==> config.mk <==
export PLATFORM = sky130hd
export DESIGN_NAME = seq_detect_sched
export DESIGN_NICKNAME = d
export VERILOG_FILES = /design/src/rtl/seq_detect_sched.sv
export SDC_FILE = /design/constraint.sdc
export NUM_CORES = 1
export LEC_CHECK = 0
export BUFFER_PORTS_ARGS = -buffer_cell sky130_fd_sc_hd__buf_4
export CAP_MARGIN = 20
export CORE_MARGIN = 1
export CORE_UTILIZATION = 55
export CTS_BUF_LIST = sky130_fd_sc_hd__clkbuf_2 sky130_fd_sc_hd__clkbuf_4 sky130_fd_sc_hd__clkbuf_8
export DETAILED_ROUTE_END_ITERATION = 10
export GPL_TIMING_DRIVEN = 0
export PLACE_DENSITY = 0.84
export SLEW_MARGIN = 20
export SYNTH_ARGS = -nofsm -noshare
export SYNTH_HDL_FRONTEND = slang
export SYNTH_SLANG_ARGS = --single-unit
==> constraint.sdc <==
create_clock -name clk -period 5.5 [get_ports clk]
set_input_delay 0.275 -clock clk [delete_from_list [all_inputs] [get_ports clk]]
set_output_delay 0.275 -clock clk [all_outputs]
set_load 0.01 [all_outputs]
==> src/rtl/seq_detect_sched.sv <==
// Round-robin scheduler sharing one Mealy "1101" detector among N serial channels.
// Each channel keeps its own 2-bit detector state and a saturating hit counter.
module seq_detect_sched #(
  parameter int N    = 4,
  parameter int CW   = 2,
  parameter int CNTW = 8
) (
  input  logic            clk,
  input  logic            clr,
  input  logic [N-1:0]    req,
  input  logic [N-1:0]    x,
  input  logic [N-1:0]    chan_clr,
  output logic [N-1:0]    gnt,
  output logic            hit,
  output logic [CW-1:0]   hit_ch,
  input  logic [CW-1:0]   rd_sel,
  output logic [CNTW-1:0] rd_cnt
);

  typedef enum logic [1:0] {
    ST_A = 2'b00,
    ST_B = 2'b01,
    ST_C = 2'b10,
    ST_D = 2'b11
  } state_t;

  logic [N-1:0]    eligible;
  logic [CW-1:0]   ptr_reg;
  logic [CW-1:0]   ptr_next;
  logic            grant_any;
  logic [CW-1:0]   grant_idx;
  logic [CW-1:0]   scan_idx;
  int              scan_int;

  state_t          state_vec [N];
  logic [CNTW-1:0] cnt_vec   [N];
  state_t          cur_state;
  logic            cur_x;
  state_t          state_next;
  logic            detect;

  logic            hit_reg;
  logic [CW-1:0]   hit_ch_reg;

  // A channel being cleared this cycle must not have its bit consumed.
  assign eligible = req & ~chan_clr;

  always_comb begin
    grant_any = 1'b0;
    grant_idx = '0;
    scan_int  = 0;
    scan_idx  = '0;
    for (int k = 0; k < N; k++) begin
      scan_int = int'(ptr_reg) + k;
      if (scan_int >= N) begin
        scan_int = scan_int - N;
      end
      scan_idx = CW'(scan_int);
      if (!grant_any && eligible[scan_idx]) begin
        grant_any = 1'b1;
        grant_idx = scan_idx;
      end
    end
    if (clr) begin
      grant_any = 1'b0;
    end
  end

  always_comb begin
    gnt = '0;
    if (grant_any) begin
      gnt[grant_idx] = 1'b1;
    end
  end

  assign ptr_next = (int'(grant_idx) == N - 1) ? '0 : grant_idx + CW'(1);

  // Shared engine: next state and Mealy detect for the granted channel only.
  always_comb begin
    cur_state  = state_vec[grant_idx];
    cur_x      = x[grant_idx];
    state_next = ST_A;
    case (cur_state)
      ST_A: state_next = cur_x ? ST_B : ST_A;
      ST_B: state_next = cur_x ? ST_C : ST_A;
      ST_C: state_next = cur_x ? ST_C : ST_D;
      ST_D: state_next = cur_x ? ST_B : ST_A;
      default: state_next = ST_A;
    endcase
    detect = grant_any && (cur_state == ST_D) && cur_x;
  end

  for (genvar gi = 0; gi < N; gi++) begin : g_ch
    state_t          state_reg;
    logic [CNTW-1:0] cnt_reg;

    always_ff @(posedge clk or posedge clr) begin
      if (clr) begin
        state_reg <= ST_A;
        cnt_reg   <= '0;
      end else if (chan_clr[gi]) begin
        state_reg <= ST_A;
        cnt_reg   <= '0;
      end else if (gnt[gi]) begin
        state_reg <= state_next;
        if (detect && (cnt_reg != {CNTW{1'b1}})) begin
          cnt_reg <= cnt_reg + CNTW'(1);
        end
      end
    end

    assign state_vec[gi] = state_reg;
    assign cnt_vec[gi]   = cnt_reg;
  end

  always_ff @(posedge clk or posedge clr) begin
    if (clr) begin
      ptr_reg    <= '0;
      hit_reg    <= 1'b0;
      hit_ch_reg <= '0;
    end else begin
      hit_reg <= detect;
      if (detect) begin
        hit_ch_reg <= grant_idx;
      end
      if (grant_any) begin
        ptr_reg <= ptr_next;
      end
    end
  end

  assign hit    = hit_reg;
  assign hit_ch = hit_ch_reg;

  // Indices past the last channel read as zero.
  always_comb begin
    rd_cnt = '0;
    if (int'(rd_sel) < N) begin
      rd_cnt = cnt_vec[rd_sel];
    end
  end

endmodule

==> flow_metrics.py <==
metrics = {
    "power_and_ir_drop": {
        "p_comb_frac": 0.241,
        "p_switching_mw": 0.242,
        "vdd_drop_max_uv": 127,
        "p_int_mw": 0.579,
        "clkPwrFrac": 0.322,
        "sequentialPowerShare": 0.437,
        "switching_share": 0.295,
        "power.density_nw_per_um2": 240,
        "p_leak_nw": 1.49,
    },
    "clocking": {
        "path_clk_slew_ns": 0.08,
        "cts_setup_buffers": 0,
        "cts_made_buffers": 5,
        "clkSinkCount": 45,
        "clkLatencyLatePin_ns": 0.30,
        "cts_resized": 0,
        "cts_tree": "yes",
        "holdBufCountCts": 1,
        "cts-root-buf": "clkbuf_8",
        "clockBufferDepth": 2,
        "htreeDepth": 2,
    },
    "yosys": {
        "avgSynthCellArea_um2": 10.1,
        "syn-num-nets": 322,
        "yosysSeqAreaShare": 0.378,
        "netlist.area_leader.share": 0.378,
        "synthesis.area_um2": 2980,
        "synthCells": 294,
        "yosys_warnings": 0,
        "ys.flop_type": "dfrtp_1",
        "synth.distinct_cells": 45,
        "synth_enable_flop_cells": 0,
        "synthTopCellsByArea": "dfrtp_1 (38%), mux4_2 (6.1%), ha_1 (5.0%), xor2_1 (4.4%), nor2_1 (3.9%)",
        "yosysTopAreaCell": "dfrtp_1",
        "synth-seq-cells": 45,
        "synthArstFlopShare": 1.00,
    },
    "sta": {
        "hold_ws_ns": 0.514,
        "finalSetupViolCount": 0,
        "worstMarginPinSlew_ns": 0.584,
        "rsz0062_at_grt": "false",
        "fin_setup_tns_ns": 0,
        "period_share": 0.637,
        "finalHoldViolations": 0,
        "max_slew_margin": 0.608,
        "finalCriticalPeriod_ns": 3.51,
        "fmax_mhz": 285,
        "clock_skew_ns": 0.00524,
        "finalMaxSlewViolations": 0,
    },
    "floorplanning": {
        "rows": 26,
        "chipHeight_um": 75.6,
        "ios": 31,
        "fp.dieArea_um2": 5710,
        "start_util": 0.575,
        "core_um2": 5170,
        "die_x_um": 75.6,
    },
    "placed_design": {
        "gp_congestion": 0.806,
        "io_buffer_count": 28,
        "post-dp-hpwl_um": 5130,
    },
    "routing": {
        "drt-initial-drc-count": 181,
        "drc": 0,
        "via_per_inst": 6.04,
        "wl_um": 6820,
        "via_count": 2430,
        "ant_nets": 0,
        "drt-wirelength-per-cell_um": 17.0,
        "drt_pass1_iterations": 4,
    },
    "grt": {
        "grt-ovfl-total": 0,
        "grt_pass1_wl_um": 11000,
        "grt_max_degree": 32,
        "grt_use_total": 0.261,
        "grt_pass1_vias": 2328,
        "antenna_found_initial": 0,
    },
    "hold_path": {
        "hp-class": "reg2reg",
        "hold_depth": 1,
        "holdPathEnd": "hit_ch[1]$_DFFE_PP0P_",
        "min_from": "hit_ch[1]$_DFFE_PP0P_",
    },
    "critical_path": {
        "crit_required_ns": 5.72,
        "worstPathArrival_ns": 3.73,
        "crit_path_end_kind": "flip-flop",
        "reg2reg_slack_ns": 1.99,
        "crit_fanout": 6,
        "rr_worst_depth": 11,
        "r2r-end": "g_ch[0].cnt_reg[6]$_DFFE_PP0P_",
        "r2r-start": "ptr_reg[1]$_DFFE_PP0P_",
        "critical_path.startpoint_type": "flip-flop",
        "critical_path_class": "reg2reg",
    },
    "finish": {
        "largest_register_ffs": 32,
        "num_antenna_cells": 0,
        "nNetsFinal": 359,
        "areaGrowthSynthToFinish_pct": 15.1,
        "drive_above_1_share": 0.259,
    },
    "job": {
        "cap_violations": 0,
    },
    "run_status": {
        "status": "completed",
    },
}
-- power by group through the flow --
stage / logic (mW) / registers, mW / clock network (mW)
after floorplan: 0.139 / 0.364 / 0
after global placement: 0.188 / 0.365 / 0
after detailed placement: 0.196 / 0.366 / 0
after CTS: 0.199 / 0.359 / 0.268
after global routing: 0.217 / 0.361 / 0.281
final: 0.198 / 0.359 / 0.264
-- worst max-delay path: stages (launching register included) --
cell       delay (ns)
dfrtp_1          0.48
and3b_4          0.26
o311a_4          0.34
or2_2            0.36
nand3_1          0.08
and2_1           0.20
ha_1             0.35
o2111ai_1        0.23
a211oi_2         0.39
nor2_2           0.15
or4_1            0.42
a21oi_1          0.16
-- layout by cell type (no fill, tap or decap), types with 2 or more instances in the layout --
master,Yosys,routed
a211oi_1,12,12
a211oi_2,6,6
a21oi_1,15,15
and2_1,9,9
and3_1,6,6
buf_4,1,29
clkbuf_1,10,10
clkbuf_8,0,6
dfrtp_1,45,45
ha_1,12,12
inv_1,9,8
mux2_2,3,3
mux2i_1,4,4
mux4_2,8,8
nand2_1,23,23
nand2b_4,3,3
nand3_1,12,12
nand3b_4,2,2
nand4_1,2,2
nor2_1,31,31
nor2_2,4,4
o2111ai_1,7,7
o21ai_0,16,16
o21ai_1,3,3
o21ai_4,2,2
o311ai_4,2,2
o31ai_1,3,3
or2_2,4,4
or3_1,7,7
or4_1,3,3
xor2_1,15,15
-- cells by family after synthesis --
kind of cell	after synthesis	synth area share
AND/OR/NAND/NOR	112	0.213
AO/OA/AOI/OAI	72	0.195
flip-flops	45	0.378
buffers and inverters	23	0.0341
XOR/XNOR	15	0.0442
multiplexers	15	0.0854
adder cells (fa/ha/maj)	12	0.0505
-- metal layers --
metal  wire length, µm  up-vias  GRT usage
met5                 0        -          0
met4               106        0     0.0844
met3               304       12     0.0489
met2              3450       60      0.449
met1              2960     1209      0.331
li1                  -     1149          -
-- cell usage after synthesis (2+ instances only) --
master,count
o21ai_0,16
and3_1,6
o311ai_4,2
o2111ai_1,7
mux4_2,8
dfrtp_1,45
nand2b_4,3
or2_2,4
mux2i_1,4
o31ai_1,3
a21oi_1,15
mux2_2,3
o21ai_4,2
nor2_2,4
nor2_1,31
nand2_1,23
clkbuf_1,10
ha_1,12
and2_1,9
o21ai_1,3
or4_1,3
nand4_1,2
a211oi_2,6
inv_1,9
nand3_1,12
nand3b_4,2
xor2_1,15
or3_1,7
a211oi_1,12
-- stage by stage --
stage / worst slack, ns / cells / power [mW] / utilization / cell area (µm²)
after global placement: 2.18 / 392 / 0.553 / 0.633 / 3270
final: 1.99 / 402 / 0.821 / 0.662 / 3420
after global routing: 1.75 / 402 / 0.859 / 0.662 / 3420
after floorplan: 2.46 / 294 / 0.503 / - / 2980
after detailed placement: 2.08 / 393 / 0.562 / 0.637 / 3290
after CTS: 2.03 / 402 / 0.826 / 0.662 / 3420
-- final cells by class --
type                    instances  area, µm²
fillers                       394       1750
clock inverters                 1       30.0
plain buffers                  13       61.3
multi-input cells             226       1750
flip-flops and latches         45       1130
well taps                      70       87.6
inverters                      10       40.0
clock buffers                   7       90.1
repair buffers                 30        240
-- how the worst max path moves through the flow --
stage,start,end,slack (ns),depth (start not counted)
final,ptr_reg[1]$_DFFE_PP0P_,g_ch[0].cnt_reg[6]$_DFFE_PP0P_,1.99,11
after global placement,ptr_reg[1]$_DFFE_PP0P_,g_ch[2].cnt_reg[6]$_DFFE_PP0P_,2.18,11
after CTS,ptr_reg[1]$_DFFE_PP0P_,g_ch[0].cnt_reg[6]$_DFFE_PP0P_,2.03,11
after global routing,ptr_reg[1]$_DFFE_PP0P_,g_ch[0].cnt_reg[6]$_DFFE_PP0P_,1.75,13
after detailed placement,ptr_reg[1]$_DFFE_PP0P_,g_ch[0].cnt_reg[6]$_DFFE_PP0P_,2.08,11
after floorplan,ptr_reg[1]$_DFFE_PP0P_,g_ch[2].cnt_reg[6]$_DFFE_PP0P_,2.46,11
Power figures use the tool's default switching activity.
